[src/rtl/hrange_gen.sv]
`default_nettype none
// +----------------------------------------------------------------------------+
// | hrange_gen : streams base, base+step, ... to a bound over ready/valid        |
// | Rev 1.0                                                                      |
// +----------------------------------------------------------------------------+
module hrange_gen #(
  parameter int WIDTH     = 32,
  parameter bit INCLUSIVE = 1'b0,
  parameter int MAX_COUNT = 0
) (
  input  logic             _clock,
  input  logic             _reset,
  input  logic [WIDTH-1:0] base,
  input  logic [WIDTH-1:0] limit,
  input  logic [WIDTH-1:0] step,
  input  logic             _start,
  input  logic             _ready,
  output logic             _valid,
  output logic             _done,
  output logic             _err,
  output logic [WIDTH-1:0] _count,
  output logic [WIDTH-1:0] _0
);

  localparam logic [0:0] S_IDLE = 1'b0;
  localparam logic [0:0] S_RUN  = 1'b1;

  logic [0:0]       state_q, state_d;
  logic [WIDTH-1:0] lim_q, lim_d;
  logic [WIDTH-1:0] step_q, step_d;
  logic [WIDTH-1:0] val_q, val_d;
  logic [WIDTH-1:0] count_q, count_d;
  logic             valid_q, valid_d;
  logic             done_q, done_d;
  logic             err_q, err_d;

  logic [WIDTH:0]   next_sum;
  logic [WIDTH-1:0] next_val;
  logic             next_ovf;
  logic             xfer;
  logic             cap_hit;

  // Direction comes from the sign of the captured step.
  function automatic logic in_bound(input logic [WIDTH-1:0] v,
                                    input logic [WIDTH-1:0] lim,
                                    input logic             desc);
    logic r;
    if (desc) begin
      r = INCLUSIVE ? ($signed(v) >= $signed(lim)) : ($signed(v) > $signed(lim));
    end else begin
      r = INCLUSIVE ? ($signed(v) <= $signed(lim)) : ($signed(v) < $signed(lim));
    end
    return r;
  endfunction

  assign next_sum = {val_q[WIDTH-1], val_q} + {step_q[WIDTH-1], step_q};
  assign next_val = next_sum[WIDTH-1:0];
  assign next_ovf = next_sum[WIDTH] ^ next_sum[WIDTH-1];
  assign xfer     = valid_q & _ready;

  generate
    if (MAX_COUNT > 0) begin : g_cap
      localparam logic [WIDTH-1:0] C_MAX = WIDTH'(MAX_COUNT);
      assign cap_hit = xfer && ((count_q + WIDTH'(1)) == C_MAX);
    end else begin : g_nocap
      assign cap_hit = 1'b0;
    end
  endgenerate

  always_comb begin
    state_d = state_q;
    lim_d   = lim_q;
    step_d  = step_q;
    val_d   = val_q;
    count_d = count_q;
    valid_d = _ready ? 1'b0 : valid_q;
    done_d  = 1'b0;
    err_d   = err_q;

    if (_start) begin
      lim_d   = limit;
      step_d  = step;
      count_d = '0;
      err_d   = 1'b0;
      valid_d = 1'b0;
      if (step == '0) begin
        err_d   = 1'b1;
        done_d  = 1'b1;
        state_d = S_IDLE;
      end else if (in_bound(base, limit, step[WIDTH-1])) begin
        val_d   = base;
        valid_d = 1'b1;
        state_d = S_RUN;
      end else begin
        done_d  = 1'b1;
        state_d = S_IDLE;
      end
    end else if (state_q == S_RUN && (_ready || !valid_q)) begin
      if (xfer) begin
        count_d = count_q + WIDTH'(1);
      end
      if (cap_hit) begin
        done_d  = 1'b1;
        valid_d = 1'b0;
        state_d = S_IDLE;
      end else if (next_ovf) begin
        err_d   = 1'b1;
        done_d  = 1'b1;
        valid_d = 1'b0;
        state_d = S_IDLE;
      end else if (!in_bound(next_val, lim_q, step_q[WIDTH-1])) begin
        done_d  = 1'b1;
        valid_d = 1'b0;
        state_d = S_IDLE;
      end else begin
        val_d   = next_val;
        valid_d = 1'b1;
      end
    end
  end

  always_ff @(posedge _clock or posedge _reset) begin
    if (_reset) begin
      state_q <= S_IDLE;
      lim_q   <= '0;
      step_q  <= '0;
      val_q   <= '0;
      count_q <= '0;
      valid_q <= 1'b0;
      done_q  <= 1'b0;
      err_q   <= 1'b0;
    end else begin
      state_q <= state_d;
      lim_q   <= lim_d;
      step_q  <= step_d;
      val_q   <= val_d;
      count_q <= count_d;
      valid_q <= valid_d;
      done_q  <= done_d;
      err_q   <= err_d;
    end
  end

  assign _valid = valid_q;
  assign _done  = done_q;
  assign _err   = err_q;
  assign _count = count_q;
  assign _0     = val_q;

endmodule
`default_nettype wire

[config.mk]
export PLATFORM = sky130hd
export DESIGN_NAME = hrange_gen
export DESIGN_NICKNAME = d
export VERILOG_FILES = /design/src/rtl/hrange_gen.sv
export SDC_FILE = /design/constraint.sdc
export NUM_CORES = 1
export LEC_CHECK = 0
export CAP_MARGIN = 10
export CORE_ASPECT_RATIO = 0.6
export CORE_MARGIN = 5
export CORE_UTILIZATION = 49
export DETAILED_ROUTE_END_ITERATION = 12
export GPL_TIMING_DRIVEN = 0
export PLACE_DENSITY = 0.76
export SLEW_MARGIN = 20
export SYNTH_ARGS = -nofsm -noshare
export SYNTH_HDL_FRONTEND = slang
export SYNTH_SLANG_ARGS = --single-unit
[constraint.sdc]
create_clock -name _clock -period 5.8 [get_ports _clock]
set_input_delay 1.16 -clock _clock [delete_from_list [all_inputs] [get_ports _clock]]
set_output_delay 1.16 -clock _clock [all_outputs]
set_load 0.01 [all_outputs]
Word level (Yosys, flattened, before mapping)
Index checks and enable logic that the tools add are counted.

Bits in latches: 0. Register bits after elaboration: 132. ROM bits: 0. Memories: 0. Input bits: 100. Output and inout port bits: 67. Bits in writable memories: 0.

Reductions and logical operators: 13. Multipliers: 0. Magnitude comparators: 4. Shift-type cells: 0. Multiplexer cells: 37. Add/sub/neg operators: 2. Bitwise gates (word level): 2. Div/mod/pow operators: 0. Equal/unequal tests: 4.

Operators with widths (count): two-way mux 32 bit (9); greater-than comparator 32 bit (2); less-than comparator 32 bit (2); adder 32 x 32 -> 33 bit (1); adder 32 x 1 -> 32 bit (second input constant) (1); logical NOT 32 bit (1); two-way mux 1 bit (28); nonzero test 2 bit (4); AND reduction 2 bit (3); AND reduction 5 bit (1); inequality test 2 bit (second input constant) (2); inequality test 3 bit (second input constant) (1); nonzero test 3 bit (1); inequality test 2 x 1 -> 1 bit (second input constant) (1); bitwise AND 1 bit (1); logical AND 1 bit (1); logical NOT 1 bit (1); logical OR 1 bit (1); XOR 1 bit (1).

Logic depth before layout (Yosys ltp)
Depth in word-level cells: 10. Depth in mapped cells: 20. Mapped depth without buffers: 19.

Least setup slack after synthesis
Ideal clock, no wire load.

Path type: reg-to-reg. Start: register val_q[0], in the netlist _0[0]. End: register val_q[17], in the netlist _0[17]. Setup time: 125 ps. Cell stages (with the launch flop): 21. Clock period less this slack: 5006 ps. Data arrival time: 4881 ps. Setup slack: 794 ps. Cell sequence: dfrtp_1 > ha_1 > fa_1 > a211oi_1 > o211ai_1 > a211oi_1 > o31a_1 > or3b_1 > nand2_1 > xnor2_1 > ha_1 > o21ai_0 > nor2_1 > a2111oi_0 > o211ai_1 > o32ai_1 > mux2i_1 > or3b_4 > a21oi_4 > buf_12 > mux2_4.

Word-level cells in the longest chain between the ends: 8. Elaborated cells between the ends (all ways): 15. Classes of those cells: add/sub: 1; order compare: 2; eq/ne: 1; mux: 8; bitwise: 1; reduce/logical: 2.

Ends and longest elaborated chain: from (decl) (line 31) `logic [WIDTH-1:0] val_q, val_d;`; from (signal assigned) (line 136) `val_q <= val_d;`; adder 32 x 32 -> 33 bit * (line 56) `assign next_sum = {val_q[WIDTH-1], val_q} + {step_q[WIDTH-1], step_q};`; less-than comparator 32 bit or greater-than comparator 32 bit (tied branches) (line 51, 49); two-way mux 1 bit (line 48) `if (desc) begin`; two-way mux 1 bit (line 106) `end else if (next_ovf) begin`; two-way mux 1 bit (line 98) `end else if (state_q == S_RUN && (_ready || !valid_q)) begin`; two-way mux 1 bit (line 80) `if (_start) begin`; nonzero test 2 bit (no source line); AND reduction 5 bit (no source line).

Mark *: on every way between the ends. The rest lies on a longest branch, timed or not. The select of a mux whose other input is x is not followed. A chain may end at the register's enable or synchronous reset.

Final worst setup path
Start: register val_q[6], in the netlist _0[6]. End: register val_q[20], in the netlist _0[20].

The elaborated chain is that of the path after synthesis.

==> results <==
- After legalization and detailed placement, the total HPWL measured 22110 um.
- At the end of routability-driven placement, the weighted congestion stood at 0.9516.
- The launching point of the worst reg2reg path is _0[6].
- The largest single stage delay on the critical path is 450 ps.
- For this run, the leading register cell type out of synthesis is sky130_fd_sc_hd__dfrtp_1.
- After the flow finishes, the layout carries non-filler instances totaling 1402.
- The critical path runs through a total of 20 cells.
- The repair_antennas step left the layout with diodes totalling 0.
- The data required time at the worst endpoint is 6100 ps.
- The first-pass GRT wire length is 43890 um.
- The H-tree depth reported by CTS is 4.
- The placed instances occupy a cell area of 0.01104 mm2.
- Summing all non-filler instances in the final layout gives an area of 0.01183 mm2.
- The top fanout value on the critical path is 10.
- The number of maximum-capacitance constraint violations is 0.
- After synthesis, flip-flops and latches occupy 36.52% of the total area.
- The global router's overall resource usage is 26.56%.
- The final cycle utilization of the critical path is 97.60%.
- The number of antenna violations at the first check in global routing is 1.
- The class of the most critical setup path is reg2reg.
- The number of inserted filler cells in the final layout is 1442.
- The worst path setup slack after routing is 139.5 ps.
- After detailed routing, the number of remaining DRC violations is 0.
- Power spread over the standard cell area amounts to 498.1 mW/mm2.
- When the netlist entered floorplanning its net count stood at 1158.
- The tightest min-delay check is of the reg2reg type.
- The final layout contains 1347 nets.
- The die extent in y is 115.2 um.
- The total count of hold-check failures in the final report is 0.
- The setup-violating endpoint count in the final report is 0.
- In this run the deepest clock path goes through 2 buffers.
- The relative max-transition margin is 32.70%.
- The slew at the pin with the worst max-slew slack is 1010 ps.
- The root buffer cell is sky130_fd_sc_hd__clkbuf_16.
- The average instance in the mapped netlist occupies 9.420 um2.
- The master of the slowest instance on the critical path is sky130_fd_sc_hd__dfrtp_1.
- The signal on the critical path passes through ha_1 > buf_2 > o21ai_0 > a211oi_2 > a211oi_2 > o31a_1 > or3b_4 > a31o_2 > xnor2_1 > ha_1 > nand4_1 > inv_1 > a21oi_1 > o211ai_1 > o32ai_2 > mux2i_1 > or3b_4 > a21oi_4 > buf_12 > mux2_4.
- The TritonCTS buffer count is 17.
- The number of ports placed on the die boundary is 167.
- The gate family responsible for the most delay along the worst path is compound AO/OA/AOI/OAI gates.
- The count of TritonRoute iterations in the first routing pass is 6.
- VDD sags by at most 255.1 uV.
- The area used by sequential logic in the layout is 0.003303 mm2.
- The internal power of the cells totals 3.440 mW.
- Counting cells, the worst reg-to-reg path comes to 20.
- The max-slew violation total from the final report is 0.
- The core area is 0.01811 mm2.
- Including well taps, the total number of placed cells is 1367.
- The final period demand of the worst path is 5661 ps.
- Counting flops with a built-in enable in the synthesized netlist gives 0.
- The clock network burns 22.3% of the power.
- The count of buffers added on input and output ports is 166.
- The arrival time reported for the critical path endpoint is 5960 ps.
- For this run, the number of Yosys warnings is 0.
- The total global routing overflow is 0.
- The power dissipated by switching net loads is 2.454 mW.
- The cell type with the highest aggregate area in the netlist is sky130_fd_sc_hd__dfrtp_1.
- The tree built by TritonCTS fans out to 132 sinks.
- The post-synthesis cell area is 0.009044 mm2.
- Sorting the synthesized cells by area gives the leading types as sky130_fd_sc_hd__dfrtp_1, sky130_fd_sc_hd__ha_1, sky130_fd_sc_hd__mux2_2.
- STA classifies the critical path startpoint as a flip-flop.
- After the first detailed-routing iteration, the DRC count stood at 645.
- The core utilization of the finished layout is 65.31%.
- At the later pin of the worst-skew pair, clock insertion delay measures 430 ps.
- Of the total power, registers draw 21.5%.
- Counting instances, the worst hold path has a depth of 1.
- The switching power share of the total is 41.63%.
- The largest net degree at the start of global routing is 69.
- Dividing the detail-routed via count by the number of cells gives 5.839.
- The flow ran to the end, and the final reports show no timing, DRC or antenna violations.
- Synthesis handed over a netlist of 960 instances.
- The leakage power total is 5.331 nW.
- The launch point of the worst hold path is step_q[12].
- STA classifies the critical path endpoint as a flip-flop.
- The pre-CTS setup slack is -473.0 ps.
- Clock skew on the completed layout was measured at 12.69 ps.
- In the final layout, the share of cells above drive strength 1 is 10.24%.
- For this block, the routed nets add up to 28710 um of wire.
- The combinational share of power is 56.2%.
- After synthesis the netlist holds a flip-flop and latch count of 132.
- The total via count after detailed routing is 8186.
- Synthesis instantiated 64 different standard cells from the library.
- The multi-input gate area in the final layout is 0.005315 mm2.
- Dividing the detail-routed wire length by the instance count gives 20.48 um.
- Once the floorplan was initialized, standard cells occupied 49.92% of the core.
- The area enclosed by the die boundary is 0.02136 mm2.
- After clock tree synthesis, the clock-pin slew on the worst setup and hold paths is 60 ps.
- The top cell type by area accounts for 36.52% of the synthesized area.
- Tracing the worst setup path back leads to its startpoint at _0[6].
- The peak clock frequency supported by timing is 176.7 MHz.
- The number of routed nets with antenna violations is 0.
- In this run the horizontal extent of the chip is 185.4 um.
- The area growth from synthesis to final layout is 30.82%.
- The fraction of synthesis flops using an asynchronous set or reset pin is 100.0%.
- TritonCTS built the clock tree.
- The via count of the first global-routing pass is 7861.
- Counting both buffers and inverters, the worst setup path holds a total of 3.
- After floorplanning, the core was divided into 38 placement rows.
-- synth_stat cells, drive strengths merged (3+ instances only) --
master,n
a2111oi,3
a211oi,20
a21boi,4
a21o,17
a21oi,67
a2bb2oi,12
a31oi,3
and2,14
and3,13
buf,15
clkbuf,14
dfrtp,132
ha,97
inv,92
mux2,53
mux2i,20
nand2,86
nand2b,3
nand3,18
nand4,25
nor2,51
nor2b,3
nor3,5
nor4,13
o211ai,7
o21a,4
o21ai,69
o21bai,7
o221ai,3
or3,5
xnor2,24
xor2,33
-- sequential cells by signal, indices dropped and copies added (netlist names) --
| name | cells |
|---|---|
| _count | 32 |
| _0 | 32 |
| lim_q | 32 |
| state_q | 1 |
| step_q | 32 |
| _err | 1 |
| _valid | 1 |
| _done | 1 |
-- power by group through the flow --
| stage | Sequential [mW] | Combinational (mW) | Clock (mW) |
|---|---|---|---|
| after floorplan | 1.28 | 2.06 | 0 |
| after global placement | 1.27 | 2.99 | 0 |
| after detailed placement | 1.27 | 3.08 | 0 |
| after CTS | 1.26 | 3.17 | 1.32 |
| after global routing | 1.29 | 3.60 | 1.37 |
| final | 1.27 | 3.31 | 1.32 |
-- layout by cell type (no fill, tap or decap), types with 17 or more instances in the layout --
| cell type | netlist | layout |
|---|---|---|
| sky130_fd_sc_hd__clkbuf_16 | 0 | 17 |
| sky130_fd_sc_hd__nor2_1 | 51 | 51 |
| sky130_fd_sc_hd__mux2i_1 | 20 | 20 |
| sky130_fd_sc_hd__clkdlybuf4s50_1 | 0 | 166 |
| sky130_fd_sc_hd__nand3_1 | 18 | 18 |
| sky130_fd_sc_hd__nand2_1 | 86 | 86 |
| sky130_fd_sc_hd__inv_1 | 92 | 91 |
| sky130_fd_sc_hd__mux2_2 | 45 | 45 |
| sky130_fd_sc_hd__xor2_1 | 33 | 33 |
| sky130_fd_sc_hd__nand4_1 | 25 | 25 |
| sky130_fd_sc_hd__dfrtp_1 | 132 | 132 |
| sky130_fd_sc_hd__o21ai_0 | 68 | 65 |
| sky130_fd_sc_hd__xnor2_1 | 24 | 24 |
| sky130_fd_sc_hd__a21o_1 | 17 | 17 |
| sky130_fd_sc_hd__ha_1 | 97 | 96 |
| sky130_fd_sc_hd__a21oi_1 | 66 | 65 |
-- path summary, 6_finish.rpt --
check / to / slack, ps
setup reg to reg: _0[20] / 140
setup / recovery: _0[20] / 140
max in group asynchronous: _0[22] / 3920
hold / removal: step_q[12] / 520
min in group asynchronous: step_q[1] / 1170
hold reg to reg: step_q[12] / 520
-- cell families after synthesis --
group	share of synthesized area, %
xor+xnor	5.520
fa+ha+maj	13.64
compound gates	16.96
mux	9.145
simple gates	12.70
buf+inv	5.506
flops	36.52
-- repair_timing --
action	CTS	global route
gates cloned	0	0
endpoints found under the setup margin	34	34
hold buffers	0	0
endpoints found under the hold margin	0	0
pin swaps	0	6
resized for setup	6	11
setup buffers	0	3
-- per-stage QoR --
stage	TNS, ps	hold slack (ps)	power [mW]
floorplan	0	484.9	3.341
global placement	-130880	499.2	4.267
detailed placement	-12010	504.7	4.360
CTS	0	519.8	5.754
global route	-7.822	530.0	6.249
finish	0	517.8	5.893
-- cell type report --
cell class / instances / share of cell area, %
buffer: 29 / 1.290
clock buffer: 20 / 3.775
clock inverter: 12 / 2.104
inverter: 92 / 2.982
multi-input combinational: 707 / 44.92
sequential: 132 / 27.92
tap: 240 / 2.538
timing repair buffer: 170 / 14.47
-- layer usage --
layer / GRT usage, % / routed length (um)
met5: 0 / 13
met4: 5.034 / 332
met3: 6.797 / 3059
met2: 37.08 / 11750
met1: 41.52 / 13560
Note: power is estimated with default switching activity, not from simulation.
